[src/rtl/rc_pwm_decoder_pkg.sv]
`default_nettype none
// +----------------------------------------------------------------------+
// | rc_pwm_decoder_pkg                                                   |
// | Shared defaults and channel FSM encoding for the RC PWM decoder.     |
// | Revision: 1.0                                                        |
// +----------------------------------------------------------------------+
package rc_pwm_decoder_pkg;

    localparam int C_CLK_DIV      = 50;
    localparam int C_MIN_US       = 988;
    localparam int C_SPAN_LOG2    = 10;
    localparam int C_MIN_VALID_US = 800;
    localparam int C_MAX_VALID_US = 2200;
    localparam int C_TIMEOUT_US   = 25000;

    typedef enum logic [0:0] {
        ST_IDLE = 1'b0,
        ST_HIGH = 1'b1
    } ch_state_t;

endpackage : rc_pwm_decoder_pkg
`default_nettype wire

[src/rtl/rc_pwm_channel.sv]
`default_nettype none
// +----------------------------------------------------------------------+
// | rc_pwm_channel                                                       |
// | One channel: synchroniser, pulse FSM, width/timeout counters, scale. |
// | Revision: 1.0                                                        |
// +----------------------------------------------------------------------+
module rc_pwm_channel
    import rc_pwm_decoder_pkg::*;
#(
    parameter int              MIN_US       = C_MIN_US,
    parameter int              SPAN_LOG2    = C_SPAN_LOG2,
    parameter int              OUT_W        = 8,
    parameter int              MIN_VALID_US = C_MIN_VALID_US,
    parameter int              MAX_VALID_US = C_MAX_VALID_US,
    parameter int              TIMEOUT_US   = C_TIMEOUT_US,
    parameter logic [OUT_W-1:0] FAILSAFE    = '0
) (
    input  logic             clk,
    input  logic             rst_n,
    input  logic             tick,
    input  logic             pwm,
    output logic [OUT_W-1:0] value,
    output logic             valid,
    output logic             strobe,
    output logic             error
);

    localparam int                WCNT_W      = $clog2(MAX_VALID_US + 2);
    localparam int                TCNT_W      = $clog2(TIMEOUT_US + 1);
    localparam logic [WCNT_W-1:0] c_width_sat = WCNT_W'(MAX_VALID_US + 1);
    localparam logic [TCNT_W-1:0] c_to_sat    = TCNT_W'(TIMEOUT_US);
    localparam logic [TCNT_W-1:0] c_to_last   = TCNT_W'(TIMEOUT_US - 1);
    localparam int                c_span_max  = (1 << SPAN_LOG2) - 1;

    logic              r_sync1, r_sync2, r_prev, r_armed;
    logic [1:0]        r_live;
    ch_state_t         r_state, w_state_nx;
    logic [WCNT_W-1:0] r_width, w_width_nx, w_width_inc;
    logic [TCNT_W-1:0] r_to_cnt, w_to_nx;
    logic [OUT_W-1:0]  r_value, w_value_nx, w_scaled;
    logic              r_valid, r_strobe, r_error;
    logic              w_rise, w_fall, w_in_range, w_accept, w_reject;
    logic              w_to_hit, w_armed_nx, w_valid_nx;
    int                w_diff, w_clamp;

    assign value  = r_value;
    assign valid  = r_valid;
    assign strobe = r_strobe;
    assign error  = r_error;

    always_comb begin
        w_rise      = r_sync2 & ~r_prev;
        w_fall      = ~r_sync2 & r_prev;
        w_width_inc = (tick && (r_width != c_width_sat)) ? r_width + WCNT_W'(1) : r_width;
        w_in_range  = (int'(w_width_inc) >= MIN_VALID_US) && (int'(w_width_inc) <= MAX_VALID_US);

        // Clamp in the signed domain before dropping the low bits.
        w_diff = int'(w_width_inc) - MIN_US;
        if (w_diff < 0) begin
            w_clamp = 0;
        end else if (w_diff > c_span_max) begin
            w_clamp = c_span_max;
        end else begin
            w_clamp = w_diff;
        end
        w_scaled = OUT_W'(w_clamp >> (SPAN_LOG2 - OUT_W));

        // r_live masks the reset-value zeros so they never count as a real low.
        w_state_nx = r_state;
        w_width_nx = r_width;
        w_armed_nx = r_armed | (r_live[1] & ~r_sync2);
        w_accept   = 1'b0;
        w_reject   = 1'b0;
        case (r_state)
            ST_IDLE: begin
                if (w_rise && r_armed) begin
                    w_state_nx = ST_HIGH;
                    w_width_nx = '0;
                end
            end
            ST_HIGH: begin
                w_width_nx = w_width_inc;
                if (w_fall) begin
                    w_state_nx = ST_IDLE;
                    w_accept   = w_in_range;
                    w_reject   = ~w_in_range;
                end else if (w_width_inc == c_width_sat) begin
                    w_state_nx = ST_IDLE;
                    w_reject   = 1'b1;
                    w_armed_nx = 1'b0;
                end
            end
            default: w_state_nx = ST_IDLE;
        endcase

        w_to_hit = tick && (r_to_cnt == c_to_last);
        if (w_accept) begin
            w_to_nx = '0;
        end else if (tick && (r_to_cnt != c_to_sat)) begin
            w_to_nx = r_to_cnt + TCNT_W'(1);
        end else begin
            w_to_nx = r_to_cnt;
        end

        // An acceptance in the threshold cycle takes priority over failsafe.
        if (w_accept) begin
            w_value_nx = w_scaled;
            w_valid_nx = 1'b1;
        end else if (w_to_hit) begin
            w_value_nx = FAILSAFE;
            w_valid_nx = 1'b0;
        end else begin
            w_value_nx = r_value;
            w_valid_nx = r_valid;
        end
    end

    always_ff @(posedge clk or negedge rst_n) begin
        if (!rst_n) begin
            r_sync1  <= 1'b0;
            r_sync2  <= 1'b0;
            r_prev   <= 1'b0;
            r_live   <= '0;
            r_armed  <= 1'b0;
            r_state  <= ST_IDLE;
            r_width  <= '0;
            r_to_cnt <= '0;
            r_value  <= FAILSAFE;
            r_valid  <= 1'b0;
            r_strobe <= 1'b0;
            r_error  <= 1'b0;
        end else begin
            r_sync1  <= pwm;
            r_sync2  <= r_sync1;
            r_prev   <= r_sync2;
            r_live   <= {r_live[0], 1'b1};
            r_armed  <= w_armed_nx;
            r_state  <= w_state_nx;
            r_width  <= w_width_nx;
            r_to_cnt <= w_to_nx;
            r_value  <= w_value_nx;
            r_valid  <= w_valid_nx;
            r_strobe <= w_accept;
            r_error  <= w_reject;
        end
    end

endmodule : rc_pwm_channel
`default_nettype wire

[src/rtl/rc_pwm_decoder.sv]
`default_nettype none
// +----------------------------------------------------------------------+
// | rc_pwm_decoder                                                       |
// | Multi-channel RC PWM decoder: shared 1 us prescaler + channel array. |
// | Revision: 1.0                                                        |
// +----------------------------------------------------------------------+
module rc_pwm_decoder
    import rc_pwm_decoder_pkg::*;
#(
    parameter int               NUM_CH       = 4,
    parameter int               CLK_DIV      = C_CLK_DIV,
    parameter int               MIN_US       = C_MIN_US,
    parameter int               SPAN_LOG2    = C_SPAN_LOG2,
    parameter int               OUT_W        = 8,
    parameter int               MIN_VALID_US = C_MIN_VALID_US,
    parameter int               MAX_VALID_US = C_MAX_VALID_US,
    parameter int               TIMEOUT_US   = C_TIMEOUT_US,
    parameter logic [OUT_W-1:0] FAILSAFE     = '0
) (
    input  logic                    clk,
    input  logic                    rst_n,
    input  logic [NUM_CH-1:0]       pwm_in,
    output logic [NUM_CH*OUT_W-1:0] ch_value,
    output logic [NUM_CH-1:0]       ch_valid,
    output logic [NUM_CH-1:0]       ch_strobe,
    output logic [NUM_CH-1:0]       ch_error
);

    localparam int DIV_W = $clog2(CLK_DIV);

    logic [DIV_W-1:0] r_div;
    logic             w_tick;

    assign w_tick = (r_div == DIV_W'(CLK_DIV - 1));

    always_ff @(posedge clk or negedge rst_n) begin
        if (!rst_n) begin
            r_div <= '0;
        end else if (w_tick) begin
            r_div <= '0;
        end else begin
            r_div <= r_div + DIV_W'(1);
        end
    end

    for (genvar g = 0; g < NUM_CH; g++) begin : g_ch
        rc_pwm_channel #(
            .MIN_US       (MIN_US),
            .SPAN_LOG2    (SPAN_LOG2),
            .OUT_W        (OUT_W),
            .MIN_VALID_US (MIN_VALID_US),
            .MAX_VALID_US (MAX_VALID_US),
            .TIMEOUT_US   (TIMEOUT_US),
            .FAILSAFE     (FAILSAFE)
        ) u_ch (
            .clk    (clk),
            .rst_n  (rst_n),
            .tick   (w_tick),
            .pwm    (pwm_in[g]),
            .value  (ch_value[g*OUT_W +: OUT_W]),
            .valid  (ch_valid[g]),
            .strobe (ch_strobe[g]),
            .error  (ch_error[g])
        );
    end

endmodule : rc_pwm_decoder
`default_nettype wire

[config.mk]
export PLATFORM = sky130hd
export DESIGN_NAME = rc_pwm_decoder
export DESIGN_NICKNAME = d
export VERILOG_FILES = /design/src/rtl/rc_pwm_decoder_pkg.sv /design/src/rtl/rc_pwm_channel.sv /design/src/rtl/rc_pwm_decoder.sv
export SDC_FILE = /design/constraint.sdc
export NUM_CORES = 1
export LEC_CHECK = 0
export BUFFER_PORTS_ARGS = -buffer_cell sky130_fd_sc_hd__buf_2
export CAP_MARGIN = 20
export CORE_AREA = 3 3 146 148
export CTS_CLUSTER_DIAMETER = 150
export DETAILED_ROUTE_END_ITERATION = 10
export DIE_AREA = 0 0 149 151
export PLACE_DENSITY = 0.84
export SLEW_MARGIN = 20
export SYNTH_ARGS = -nofsm -noshare
export SYNTH_HDL_FRONTEND = slang
export SYNTH_HIERARCHICAL = 1
export SYNTH_SLANG_ARGS = --single-unit
[constraint.sdc]
create_clock -name clk -period 4.9 [get_ports clk]
set_input_delay 0.49 -clock clk [delete_from_list [all_inputs] [get_ports clk]]
set_output_delay 0.49 -clock clk [all_outputs]
set_load 0.005 [all_outputs]
======== Word level (Yosys, flattened, before mapping) ========
Cells that the tools add are included.
W data, S select, Z words.
word-level totals
  bits in registers ....................... 186
  latch bits .............................. 0
  memory bits (writable) .................. 0
  memory bits (read-only) ................. 0
  input port bits ......................... 6
  output and inout bits ................... 44
  logic and storage cells ................. 252
  memories ................................ 0
cells by class
  add/subtract/negate cells ............... 13
  multipliers ............................. 0
  divide/modulo/power cells ............... 0
  magnitude comparators ................... 16
  equal/unequal tests ..................... 21
  shifts and indexed selects .............. 0
  multiplexer cells ....................... 93
  bitwise logic cells ..................... 32
  reduce and logical (&&, ||, !) cells .... 28
operators with widths
  operator                  number
  $mux W15                  8
  $mux W12                  8
  $pmux W12 S2              4
  $mux W10                  8
  $mux W8                   8
  $add A15 B1 Y15 const B   4
  $eq A15 B15 Y1 const B    4
  $ne A15 B15 Y1 const B    4
  $gt A13 B11 Y1 const B    4
  $lt A13 B1 Y1 const B     4
  $mux W1                   52
  $sub A12 B10 Y13 const B  4
  $add A12 B1 Y12 const B   4
  $eq A12 B12 Y1 const B    4
  $ge A12 B10 Y1 const B    4
  $le A12 B12 Y1 const B    4
  $ne A12 B12 Y1 const B    4
  $logic_and A1 B1 Y1       20
  $not A1 Y1                16
  $reduce_bool A2 Y1        8
  $and A1 B1 Y1             12
  $ne A2 B1 Y1 const B      4
  $pmux W1 S2               4
  $add A6 B1 Y6 const B     1
  3 further kinds           6

======== Longest topological paths before layout ========
Gate-level depths: netlist of run 1.
  depth in word-level cells ............... 8
  mapped depth ............................ 18
  gate-level depth less buffers ........... 16

======== Cells and area by module ========
Netlist of run 1, hierarchy kept.
by module, submodules not included
  module          instances  cells each  area each (um2)  seq. area each (um2)
  rc_pwm_channel  4          319         2,982.9          1,126.1
  rc_pwm_decoder  1          26          285.3            150.1

======== Worst setup path before layout of run 1 ========
OpenSTA, ideal clock, no wires.
  kind .................................... reg2reg
  from .................................... register r_div[1]
  to ...................................... register g_ch[0].u_ch.r_value[0]
  library setup time ...................... 126 ps
  data arrival time ....................... 3,668 ps
  data required time ...................... 4,774 ps
  setup slack ............................. 1,106 ps
  cell stages (with the launch flop) ...... 19
  buffers on the path ..................... 2
  clock period less this slack ............ 3,794 ps
  cell sequence ........................... dfrtp_1 inv_1 ha_1 nor2b_1 and4b_1 clkbuf_2 buf_6 nand2_1 xnor2_1 nand2_1 inv_1 ha_1 nor3b_1 o31ai_2 a211oi_2 o311ai_1 nor2_2 o21a_2 a221o_1
on the way
  cells in the longest elaborated chain, start to end .. 8
ends and longest elaborated chain
  element                                                       RTL line                                    source
  from (decl)                                                   rc_pwm_decoder.sv:31                        logic [DIV_W-1:0] r_div;
  from (signal assigned)                                        rc_pwm_decoder.sv:42                        r_div <= r_div + DIV_W'(1);
  $eq A6 B6 Y1 (*)                                              rc_pwm_decoder.sv:34                        assign w_tick = (r_div == DIV_W'(CLK_DIV - 1));
  named net w_tick                                              rc_pwm_decoder.sv:32                        logic w_tick;
  $logic_and A1 B1 Y1                                           rc_pwm_channel.sv:54                        w_width_inc = (tick && (r_width != c_width_sat)) ? r_width + WCNT_W'(1) : r_width;
  $mux W12                                                      rc_pwm_channel.sv:54
  $sub A12 B10 Y13 (tied with other cells)                      rc_pwm_channel.sv:58                        w_diff = int'(w_width_inc) - MIN_US;
  $gt A13 B11 Y1 / $logic_and A1 B1 Y1 (equally long branches)  rc_pwm_channel.sv:61, rc_pwm_channel.sv:55
  $mux W10 / $mux W1 (equally long branches)                    rc_pwm_channel.sv:61, rc_pwm_channel.sv:83
  $mux W10 / $mux W1 (equally long branches)                    rc_pwm_channel.sv:59, rc_pwm_channel.sv:74
  $mux W8 / $reduce_bool A2 Y1 (equally long branches)          --
  to (signal assigned)                                          rc_pwm_channel.sv:141                       r_value <= w_value_nx;
  to (decl)                                                     rc_pwm_channel.sv:40                        logic [OUT_W-1:0] r_value, w_value_nx, w_scaled;
Mark *: on every way through the listed nets, which the timed path passes. The rest lies on a longest branch.
A chain may end at the register's enable or synchronous reset.

======== Final worst setup path of run 1 ========
  from .................................... register r_div[1]
  to ...................................... register g_ch[1].u_ch.r_value[5]
on the way
  cells in the longest elaborated chain, start to end .. 8
ends and longest elaborated chain
  element                                                       RTL line
  $eq A6 B6 Y1 (*)                                              rc_pwm_decoder.sv:34
  $logic_and A1 B1 Y1                                           rc_pwm_channel.sv:54
  $mux W12                                                      rc_pwm_channel.sv:54
  $sub A12 B10 Y13 (tied with other cells)                      rc_pwm_channel.sv:58
  $gt A13 B11 Y1 / $logic_and A1 B1 Y1 (equally long branches)  rc_pwm_channel.sv:61, rc_pwm_channel.sv:55
  $mux W10 / $mux W1 (equally long branches)                    rc_pwm_channel.sv:61, rc_pwm_channel.sv:83
  $mux W10 / $mux W1 (equally long branches)                    rc_pwm_channel.sv:59, rc_pwm_channel.sv:74
  $mux W8 / $reduce_bool A2 Y1 (equally long branches)          --
  to (signal assigned)                                          rc_pwm_channel.sv:141
  to (decl)                                                     rc_pwm_channel.sv:40
Every way passes the cells marked *; elsewhere a longest branch is shown, timed or not.

==> results of run 1 <==
==> synthesized netlist by cell type, drive strengths merged (5+ instances only) <==
cell | number | area (um2)
clkbuf | 25 | 95.1
a21oi | 60 | 300
nor4b | 8 | 70.1
o21a | 8 | 65.1
a221o | 24 | 240
nor4 | 8 | 50.1
nand4b | 8 | 70.1
xnor2 | 54 | 563
a22o | 24 | 210
nand2 | 101 | 379
a31oi | 24 | 150
and4bb | 8 | 100
a211oi | 12 | 110
o311a | 8 | 80.1
and3 | 33 | 206
nand3 | 46 | 255
o21ai | 57 | 285
nor3 | 41 | 330
a211o | 5 | 43.8
ha | 26 | 325
buf | 44 | 295
nor3b | 12 | 90.1
a2111oi | 12 | 205
dfrtp | 186 | 4650
nand2b | 12 | 75.1
o22ai | 24 | 175
nor2 | 148 | 636
o31ai | 16 | 140
and2 | 20 | 125
inv | 65 | 244
xor2 | 61 | 534
nand4 | 44 | 420
or4 | 8 | 75.1
==> worst max-delay path: cells and delay by family, from the launching register on <==
family / cells / cell delay [ps]
DFF: 1 / 400
buffers and inverters: 2 / 420
and+or+nand+nor: 6 / 1560
adders and majority gates: 2 / 420
AOI/OAI and AO/OA: 4 / 990
xor gates and xnor gates: 1 / 300
==> sequential cells by signal, indices dropped and copies added (netlist names) <==
signal              count
g_ch.u_ch/r_state       4
g_ch.u_ch/r_width      48
g_ch.u_ch/r_sync2       4
g_ch.u_ch/r_armed       4
g_ch.u_ch/r_to_cnt     60
g_ch.u_ch/r_live        8
g_ch.u_ch/r_sync1       4
g_ch.u_ch/error         4
g_ch.u_ch/valid         4
g_ch.u_ch/value        32
g_ch.u_ch/r_prev        4
r_div                   6
g_ch.u_ch/strobe        4
==> per-stage QoR <==
step / instances / util, % / area, um2 / hold slack [ps]
final: 1590 / 64.8 / 13100 / 31.8
after global routing: 1590 / 64.8 / 13100 / 83.7
after CTS: 1590 / 64.8 / 13100 / 67.2
after detailed placement: 1559 / 61.9 / 12500 / 335
after global placement: 1558 / 61.9 / 12500 / 332
after floorplan: 1302 / - / 12200 / 194
==> layout make-up <==
cell class,count,share of cell area [%]
clock buffers,19,3.39
clock inverters,12,1.05
inverters,69,1.98
multi-input cells,978,53.0
flip-flops and latches,186,35.6
well taps,270,2.58
repair buffers,56,2.42
==> metal layers <==
metal / vias to the layer above / track usage [%] / wire (um)
li1: 4766 / - / -
met1: 4859 / 34.1 / 12300
met2: 331 / 38.9 / 12800
met3: 75 / 3.20 / 1310
met4: 0 / 9.29 / 789
met5: - / 0 / 0
==> how the worst max path moves through the flow <==
stage	from	endpoint	slack (ps)	cells after the start
2_1_floorplan	r_div[1]	g_ch[0].u_ch/value[0]	1110	18
3_3_place_gp	r_div[1]	g_ch[3].u_ch/value[2]	910	17
3_5_place_dp	r_div[1]	g_ch[3].u_ch/value[3]	780	17
4_1_cts	r_div[1]	g_ch[1].u_ch/value[5]	740	15
5_1_grt	r_div[1]	g_ch[1].u_ch/value[5]	380	15
6_report	r_div[1]	g_ch[1].u_ch/value[5]	690	15
==> placed cells by master, fill, tap and decap left out, drive strengths merged, types with 26 or more instances in the layout <==
master and count:
inv 70, nand2 101, o21ai 57, nor3 41
and3 33, ha 26, xor2 61, nand4 44
a21oi 60, xnor2 54, buf 55, nand3 46
nor2 148, dfrtp 186
==> report_power, final <==
group          switching (mW)  total, mW  leakage, nW  internal [mW]
clock network           0.605       1.38        0.281          0.770
registers              0.0400       1.59         2.51           1.55
logic                   0.104      0.138         2.94         0.0347
==> cell families (layout without fill, tap and decap cells) <==
family / Yosys count / count (layout)
AOI/OAI and AO/OA: 318 / 318
adders and majority gates: 26 / 26
DFF: 186 / 186
and+or+nand+nor: 515 / 515
buffers and inverters: 138 / 156
other: 4 / 4
xor gates and xnor gates: 115 / 115
==> impl_metrics.env, run 1 <==
export IMPL_num_vias=10000
export IMPL_rsz0062_at_grt="false"
export IMPL_post_cts_resized=0
export IMPL_synth_top_family_by_area="simple AND/OR/NAND/NOR gates"
export IMPL_ys_ff_latch=186
export IMPL_die_w_um=149
export IMPL_synthMuxAreaShare_pct=0
export IMPL_synth_cell_types=73
export IMPL_cp_max_fo=21
export IMPL_viasPerCell=6.31
export IMPL_nFillCells=1614
export IMPL_hold_buffers=0
export IMPL_r2r_end="g_ch[1].u_ch/value[5]"
export IMPL_post_route_worst_setup_slack_ps=686
export IMPL_layout_min_cycle_time_ps=4210
export IMPL_synth_area_um2=12200
export IMPL_clock_sinks=186
export IMPL_cts_tree="done"
export IMPL_grt_pass1_vias=9372
export IMPL_ir_drop_mv=0.258
export IMPL_clock_latency_ps=430
export IMPL_cp_slowest_stage_delay_ps=670
export IMPL_antenna_violating_nets_post_route=0
export IMPL_routedWlPerCell_um=17.1
export IMPL_grt_start_max_net_pins=116
export IMPL_max_clock_freq_mhz=237
export IMPL_cts_max_level=4
export IMPL_grt_pass1_wl_mm=45.5
export IMPL_antenna_found_initial=0
export IMPL_hpwl_mm=18.6
export IMPL_start_util_pct=60.6
export IMPL_hold_class="input pin to async pin"
export IMPL_drive_gt1_share_pct=15.6
export IMPL_powerDensity_nw_per_um2=238
export IMPL_power_mw=3.11
export IMPL_synthArstFlopShare_pct=100
export IMPL_antenna_cells=0
export IMPL_crit_path_frequent_cell="ha_1"
export IMPL_crit_arrival_ps=4520
export IMPL_p_leak_nw=5.73
export IMPL_regArea_um2=4650
export IMPL_post_cts_buffers=0
export IMPL_critPathCaptureType="flip-flop"
export IMPL_worstMarginPinSlew_ps=800
export IMPL_wirelength_mm=27.2
export IMPL_syn_avg_cell_area_um2=9.38
export IMPL_grt_usage_pct=24.3
export IMPL_fin_crit_sh_pct=86.0
export IMPL_startpoint_type="flip-flop"
export IMPL_clock_tree_root_cell="clkbuf_16"
export IMPL_dr_pass1_iters=6
export IMPL_hold_viol_final=0
export IMPL_clock_path_buffers=2
export IMPL_setup_violations=0
export IMPL_rows=52
export IMPL_slew_viol_final=0
export IMPL_maxCapViolCount=0
export IMPL_synth_nets=1334
export IMPL_io_buffers=49
export IMPL_criticalPathCategory="flip-flop to flip-flop"
export IMPL_grt_ovfl_total=0
export IMPL_drcViolationCount=0
export IMPL_cp_cell_sequence="inv_1 -> ha_1 -> nor2b_1 -> and4b_2 -> buf_4 -> nand4_4 -> xnor2_2 -> ha_1 -> nor3b_1 -> o31ai_2 -> a211oi_2 -> and4bb_1 -> nor3_1 -> o21a_2 -> a221o_1"
export IMPL_dp_slack_ps=780
export IMPL_synth_simple_area_share_pct=24.9
export IMPL_place_gp_congestion=0.937
export IMPL_multi_input_comb_area_um2=6930
export IMPL_area_growth_pct=7.03
export IMPL_die_h_um=151
export IMPL_synth_xor_area_share_pct=8.98
export IMPL_crit_required_ps=5210
export IMPL_cpMaxStageDelayCell="and4b_2"
export IMPL_synth_edff_count=0
export IMPL_synthFlopType="dfrtp_1"
export IMPL_postSynthCellCount=1302
export IMPL_status="finished clean"
export IMPL_ys_warn_count=6
export IMPL_ys_seq_area_share_pct=38.1
export IMPL_numCtsBuffers=17
export IMPL_setup_tns_ps=0
export IMPL_layout_nets=1340
export IMPL_r2r_start="r_div[1]"
export IMPL_drt_initial_drc_count=972
export IMPL_worst_setup_hold_path_clk_slew_ps=70
export IMPL_yosys_area_share_adder_pct=2.66
export IMPL_r2r_slack_ps=690
export IMPL_ff2ff_path_depth=15
export IMPL_synth_compound_area_share_pct=19.9
export IMPL_die_area_um2=22500
export IMPL_clock_skew_final_ps=8.86
export IMPL_io_pins=50
export IMPL_core_area_um2=20200
export IMPL_max_slew_margin_pct=46.4
Power figures use the tool's default switching activity.
==> inputs of run 2 (changes only) <==
--- a/config.mk
+++ b/config.mk
@@ -7,11 +7,11 @@
 export LEC_CHECK = 0
 export BUFFER_PORTS_ARGS = -buffer_cell sky130_fd_sc_hd__buf_2
 export CAP_MARGIN = 20
-export CORE_AREA = 3 3 146 148
+export CORE_AREA = 3 3 179 181
 export CTS_CLUSTER_DIAMETER = 150
 export DETAILED_ROUTE_END_ITERATION = 10
-export DIE_AREA = 0 0 149 151
-export PLACE_DENSITY = 0.84
+export DIE_AREA = 0 0 182 184
+export PLACE_DENSITY = 0.61
 export SLEW_MARGIN = 20
 export SYNTH_ARGS = -nofsm -noshare
 export SYNTH_HDL_FRONTEND = slang
==> impl_metrics.env, run 2 (synthesized netlist as in run 1, its figures left out) <==
export IMPL_status="finished clean"
export IMPL_clock_skew_final_ps=9.61
export IMPL_rsz0062_at_grt="false"
export IMPL_die_h_um=184
export IMPL_cts_tree="done"
export IMPL_numCtsBuffers=17
export IMPL_grt_pass1_vias=9363
export IMPL_cpMaxStageDelayCell="dfrtp_1"
export IMPL_worst_setup_hold_path_clk_slew_ps=70
export IMPL_routedWlPerCell_um=16.1
export IMPL_start_util_pct=39.9
export IMPL_maxCapViolCount=0
export IMPL_startpoint_type="flip-flop"
export IMPL_die_area_um2=33500
export IMPL_grt_usage_pct=16.9
export IMPL_clock_path_buffers=2
export IMPL_ff2ff_path_depth=17
export IMPL_max_slew_margin_pct=46.4
export IMPL_cp_depth=17
export IMPL_drive_gt1_share_pct=15.5
export IMPL_r2r_start="r_div[1]"
export IMPL_antenna_violating_nets_post_route=0
export IMPL_grt_ovfl_total=0
export IMPL_ir_drop_mv=0.208
export IMPL_crit_required_ps=5220
export IMPL_criticalPathCategory="flip-flop to flip-flop"
export IMPL_nFillCells=2964
export IMPL_antenna_cells=0
export IMPL_multi_input_comb_area_um2=6920
export IMPL_io_buffers=49
export IMPL_rows=64
export IMPL_powerDensity_nw_per_um2=244
export IMPL_cp_cell_sequence="inv_1 -> ha_1 -> nor2b_1 -> and4b_2 -> buf_4 -> nand2_1 -> xnor2_1 -> nand2_1 -> inv_1 -> ha_1 -> nor3b_1 -> o31ai_2 -> a211oi_2 -> o311ai_1 -> nor2_2 -> o21a_2 -> a221o_1"
export IMPL_cp_startpoint="r_div[1]"
export IMPL_fin_crit_sh_pct=80.2
export IMPL_hpwl_mm=19.2
export IMPL_cts_max_level=4
export IMPL_final_common_cell="dfrtp_1"
export IMPL_critPathTopFamily="compound AO/OA/AOI/OAI gates"
export IMPL_cp_endpoint="g_ch[3].u_ch/value[5]"
export IMPL_core_area_um2=30600
export IMPL_cp_max_fo=34
export IMPL_post_cts_buffers=0
export IMPL_place_gp_congestion=0.904
export IMPL_antenna_found_initial=0
export IMPL_max_clock_freq_mhz=255
export IMPL_critPathCaptureType="flip-flop"
export IMPL_final_cell_mix="186 x dfrtp_1, 132 x nor2_1, 101 x nand2_1, 61 x inv_1, 61 x xor2_1"
export IMPL_clock_tree_root_cell="clkbuf_16"
export IMPL_io_pins=50
export IMPL_viasPerCell=5.65
export IMPL_hold_viol_final=0
export IMPL_r2r_slack_ps=970
export IMPL_grt_pass1_wl_mm=48.0
export IMPL_drcViolationCount=0
export IMPL_regArea_um2=4650
export IMPL_setup_violations=0
export IMPL_power_mw=3.24
export IMPL_hold_buffers=0
export IMPL_grt_start_max_net_pins=97
export IMPL_largest_reg_flops=60
export IMPL_crit_arrival_ps=4250
export IMPL_area_growth_pct=8.67
export IMPL_slew_viol_final=0
export IMPL_clock_latency_ps=440
export IMPL_largest_register="g_ch.u_ch/r_to_cnt"
export IMPL_p_leak_nw=5.75
export IMPL_crit_buf_inv=3
export IMPL_num_vias=9689
export IMPL_layout_nets=1339
export IMPL_layout_min_cycle_time_ps=3930
export IMPL_dr_pass1_iters=8
export IMPL_post_cts_resized=0
export IMPL_hold_class="input pin to async pin"
export IMPL_cp_slowest_stage_delay_ps=400
export IMPL_clock_sinks=186
export IMPL_wirelength_mm=27.7
export IMPL_drt_initial_drc_count=797
export IMPL_worstMarginPinSlew_ps=804
export IMPL_setup_tns_ps=0
export IMPL_r2r_end="g_ch[3].u_ch/value[5]"
export IMPL_die_w_um=182
[run 2: cell count changes in the layout (fill, tap and decap cells not counted)]
cell        before  now
clkinvlp_4       2    1
bufinv_16        2    4
inv_8            0    1
a31oi_2          2    1
a31oi_1         22   23
buf_2           49   48
inv_6            5    0
clkinv_4         1    5
[run 2: cell type report]
type                    count  area share, %
multi-input cells         978           52.1
clock inverters            13           1.45
well taps                 396           3.73
repair buffers             55           2.35
flip-flops and latches    186           35.1
clock buffers              19           3.34
inverters                  69           1.95
[run 2: power by group]
group          leakage (nW)  total (mW)  switching (mW)  internal (mW)
Combinational          2.94       0.142           0.105         0.0369
Clock                 0.309        1.51           0.631          0.874
Sequential             2.51        1.59          0.0411           1.55
[run 2: per-layer routing]
metal / track usage (%) / wire, um / vias to the layer above
met5: 0 / 0 / -
met2: 27.2 / 12900 / 196
met3: 2.71 / 931 / 31
li1: - / - / 4758
met4: 4.33 / 333 / 0
met1: 23.8 / 13500 / 4704
[run 2: how the worst min path moves through the flow]
stage,from,endpoint
floorplan,rst_n,g_ch[0].u_ch/error
finish,rst_n,g_ch[2].u_ch/value[2]
global placement,g_ch[1].u_ch/r_live[0],g_ch[1].u_ch/r_live[1]
CTS,pwm_in[3],g_ch[3].u_ch/r_sync1
detailed placement,g_ch[0].u_ch/r_live[0],g_ch[0].u_ch/r_live[1]
global route,pwm_in[3],g_ch[3].u_ch/r_sync1
[run 2: metrics by stage]
stage          hold slack (ps)  utilization, %  instances  cell area (um2)  setup slack (ps)
2_1_floorplan              194               -       1302            12200              1110
6_report                  80.8            43.4       1716            13300               972
4_1_cts                    124            43.4       1716            13300               957
5_1_grt                    132            43.4       1716            13300               574
3_5_place_dp               335            41.3       1684            12600               983
3_3_place_gp               331            41.3       1684            12600              1100
==> inputs of run 3 (changes only) <==
--- a/config.mk
+++ b/config.mk
@@ -11,7 +11,7 @@
 export CTS_CLUSTER_DIAMETER = 150
 export DETAILED_ROUTE_END_ITERATION = 10
 export DIE_AREA = 0 0 182 184
-export PLACE_DENSITY = 0.61
+export PLACE_DENSITY = 0.63
 export SLEW_MARGIN = 20
 export SYNTH_ARGS = -nofsm -noshare
 export SYNTH_HDL_FRONTEND = slang
==> constraint.sdc (replaced) <==
create_clock -name clk -period 3.6 [get_ports clk]
set_input_delay 0.36 -clock clk [delete_from_list [all_inputs] [get_ports clk]]
set_output_delay 0.36 -clock clk [all_outputs]
set_load 0.005 [all_outputs]
==> impl_metrics.env, run 3 (synthesized netlist as in run 1, its figures left out) <==
export IMPL_swShare_pct=24.5
export IMPL_clock_path_buffers=2
export IMPL_antenna_found_initial=0
export IMPL_setup_tns_ps=0
export IMPL_numCtsBuffers=17
export IMPL_routedWlPerCell_um=16.7
export IMPL_hp_start="pwm_in[0]"
export IMPL_place_gp_congestion=0.935
export IMPL_core_area_um2=30600
export IMPL_cts_tree="done"
export IMPL_grt_pass1_wl_mm=49.5
export IMPL_area_growth_pct=16.7
export IMPL_clock_latency_ps=430
export IMPL_layout_nets=1430
export IMPL_dr_pass1_iters=5
export IMPL_hold_depth=1
export IMPL_io_pins=50
export IMPL_clock_sinks=186
export IMPL_intPower_mw=3.24
export IMPL_power_switching_mw=1.05
export IMPL_wirelength_mm=30.2
export IMPL_grt_ovfl_total=0
export IMPL_worstMarginPinSlew_ps=763
export IMPL_grt_pass1_vias=9688
export IMPL_antenna_violating_nets_post_route=0
export IMPL_slew_viol_final=0
export IMPL_max_clock_freq_mhz=287
export IMPL_worst_setup_hold_path_clk_slew_ps=70
export IMPL_seqPwrFrac_pct=50.6
export IMPL_die_w_um=182
export IMPL_die_h_um=184
export IMPL_hold_end="g_ch[0].u_ch/r_sync1"
export IMPL_num_vias=10200
export IMPL_p_leak_nw=6.23
export IMPL_hold_ws_ps=30.0
export IMPL_crit_buf_inv=2
export IMPL_clock_skew_final_ps=11.7
export IMPL_critPathTopFamily="simple AND/OR/NAND/NOR gates"
export IMPL_hold_class="input pin to flip-flop"
export IMPL_largest_register="g_ch.u_ch/r_to_cnt"
export IMPL_final_common_cell="dfrtp_1"
export IMPL_hold_viol_final=0
export IMPL_setup_violations=0
export IMPL_die_area_um2=33500
export IMPL_largest_reg_flops=60
export IMPL_comb_power_share_pct=4.7
export IMPL_cp_depth=15
export IMPL_clock_tree_root_cell="clkbuf_16"
export IMPL_criticalPathCategory="flip-flop to flip-flop"
export IMPL_post_route_worst_setup_slack_ps=120
export IMPL_cts_max_level=4
export IMPL_drt_initial_drc_count=732
export IMPL_startpoint_type="flip-flop"
export IMPL_r2r_end="g_ch[0].u_ch/value[0]"
export IMPL_max_slew_margin_pct=49.1
export IMPL_cp_cell_sequence="inv_1 -> ha_1 -> nor2b_4 -> and4b_2 -> clkbuf_16 -> nand4_4 -> xnor2_2 -> ha_2 -> nor3b_2 -> o31ai_2 -> a211oi_2 -> and4bb_1 -> nor3_1 -> o21a_2 -> a221o_1"
export IMPL_rsz0062_at_grt="true"
export IMPL_final_area_um2=14300
export IMPL_viasPerCell=5.66
export IMPL_maxCapViolCount=0
export IMPL_cpMaxStageDelayCell="dfrtp_1"
export IMPL_fin_crit_sh_pct=96.7
export IMPL_crit_required_ps=3920
export IMPL_grt_start_max_net_pins=91
export IMPL_cp_max_fo=6
export IMPL_io_buffers=49
export IMPL_drcViolationCount=0
export IMPL_antenna_cells=0
export IMPL_rows=64
export IMPL_critPathCaptureType="flip-flop"
export IMPL_drive_gt1_share_pct=23.2
export IMPL_ff2ff_path_depth=15
export IMPL_status="finished clean"
export IMPL_placed_area_um2=13100
export IMPL_dp_slack_ps=66.6
export IMPL_crit_arrival_ps=3800
export IMPL_hpwl_mm=21.1
export IMPL_layout_min_cycle_time_ps=3480
export IMPL_grt_usage_pct=17.7
export IMPL_r2r_start="r_div[1]"
export IMPL_power_mw=4.29
export IMPL_clkPwrFrac_pct=44.7
export IMPL_start_util_pct=39.9
export IMPL_powerDensity_nw_per_um2=301
export IMPL_final_cell_mix="186 x dfrtp_1, 132 x nor2_1, 96 x nand2_1, 91 x buf_4"
export IMPL_ir_drop_mv=0.265
export IMPL_cp_slowest_stage_delay_ps=380
export IMPL_r2r_slack_ps=120
run 3: cell count changes in the layout (fill, tap and decap cells not counted), moves of 4 or more:
cell	change
buf_4	+86
ha_1	-4
nand2_1	-5
nand2_2	+4
nor3b_1	-6
nor3b_2	+4
o311ai_1	-4
o311ai_2	+4
xnor2_1	-4
xnor2_4	+5
run 3: cell type report:
cell class / instances / area (um2)
Multi-Input combinational cell: 978 / 7210
Inverter: 69 / 259
Fill cell: 2926 / 16300
Timing Repair Buffer: 146 / 1050
Clock buffer: 21 / 460
Sequential cell: 186 / 4650
Clock inverter: 11 / 134
Tap cell: 396 / 495
run 3: worst max path at each step:
stage,start,endpoint,slack (ps)
CTS,r_div[1],g_ch[3].u_ch/value[2],40
finish,r_div[1],g_ch[0].u_ch/value[0],120
global route,r_div[1],g_ch[2].u_ch/value[3],-120
global placement,r_div[1],g_ch[0].u_ch/value[5],160
detailed placement,r_div[1],g_ch[1].u_ch/value[4],70
floorplan,r_div[1],g_ch[0].u_ch/value[0],20
run 3: worst register-to-register path: cells and delay by family, from the launching register on:
kind | cells | cell delay (ps)
AOI/OAI and AO/OA | 4 | 980
xor gates and xnor gates | 1 | 230
adders and majority gates | 2 | 360
buffers and inverters | 2 | 270
DFF | 1 | 380
and+or+nand+nor | 6 | 1160
run 3: metal layers:
layer / GRT usage [%] / part of all wire, % / wire, um / up-vias
met5: 0 / 0 / 0 / -
met4: 4.51 / 1.6 / 484 / 0
met3: 2.87 / 3.6 / 1090 / 35
met2: 29.1 / 48 / 14500 / 199
met1: 24.4 / 47 / 14100 / 5050
li1: - / - / - / 4938
run 3: stage by stage:
stage / cells / util (%)
CTS: 1777 / 44.8
detailed placement: 1744 / 42.8
finish: 1807 / 46.6
global placement: 1744 / 42.8
floorplan: 1302 / -
global route: 1807 / 46.6
run 3: timing repair:
item                       CTS  global route
hold endpoints to repair     3             0
resized for setup            0            51
setup endpoints to repair    0            35
hold buffers                 1             0
buffers inserted             0            28
run 3: power groups by stage:
stage               Sequential (mW)  Clock, mW  Combinational [mW]
finish                         2.17       1.92               0.199
detailed placement             2.21          0               0.202
CTS                            2.17       1.98               0.203
floorplan                      2.17          0               0.118
global route                   2.17       2.07               0.229
global placement               2.21          0               0.198
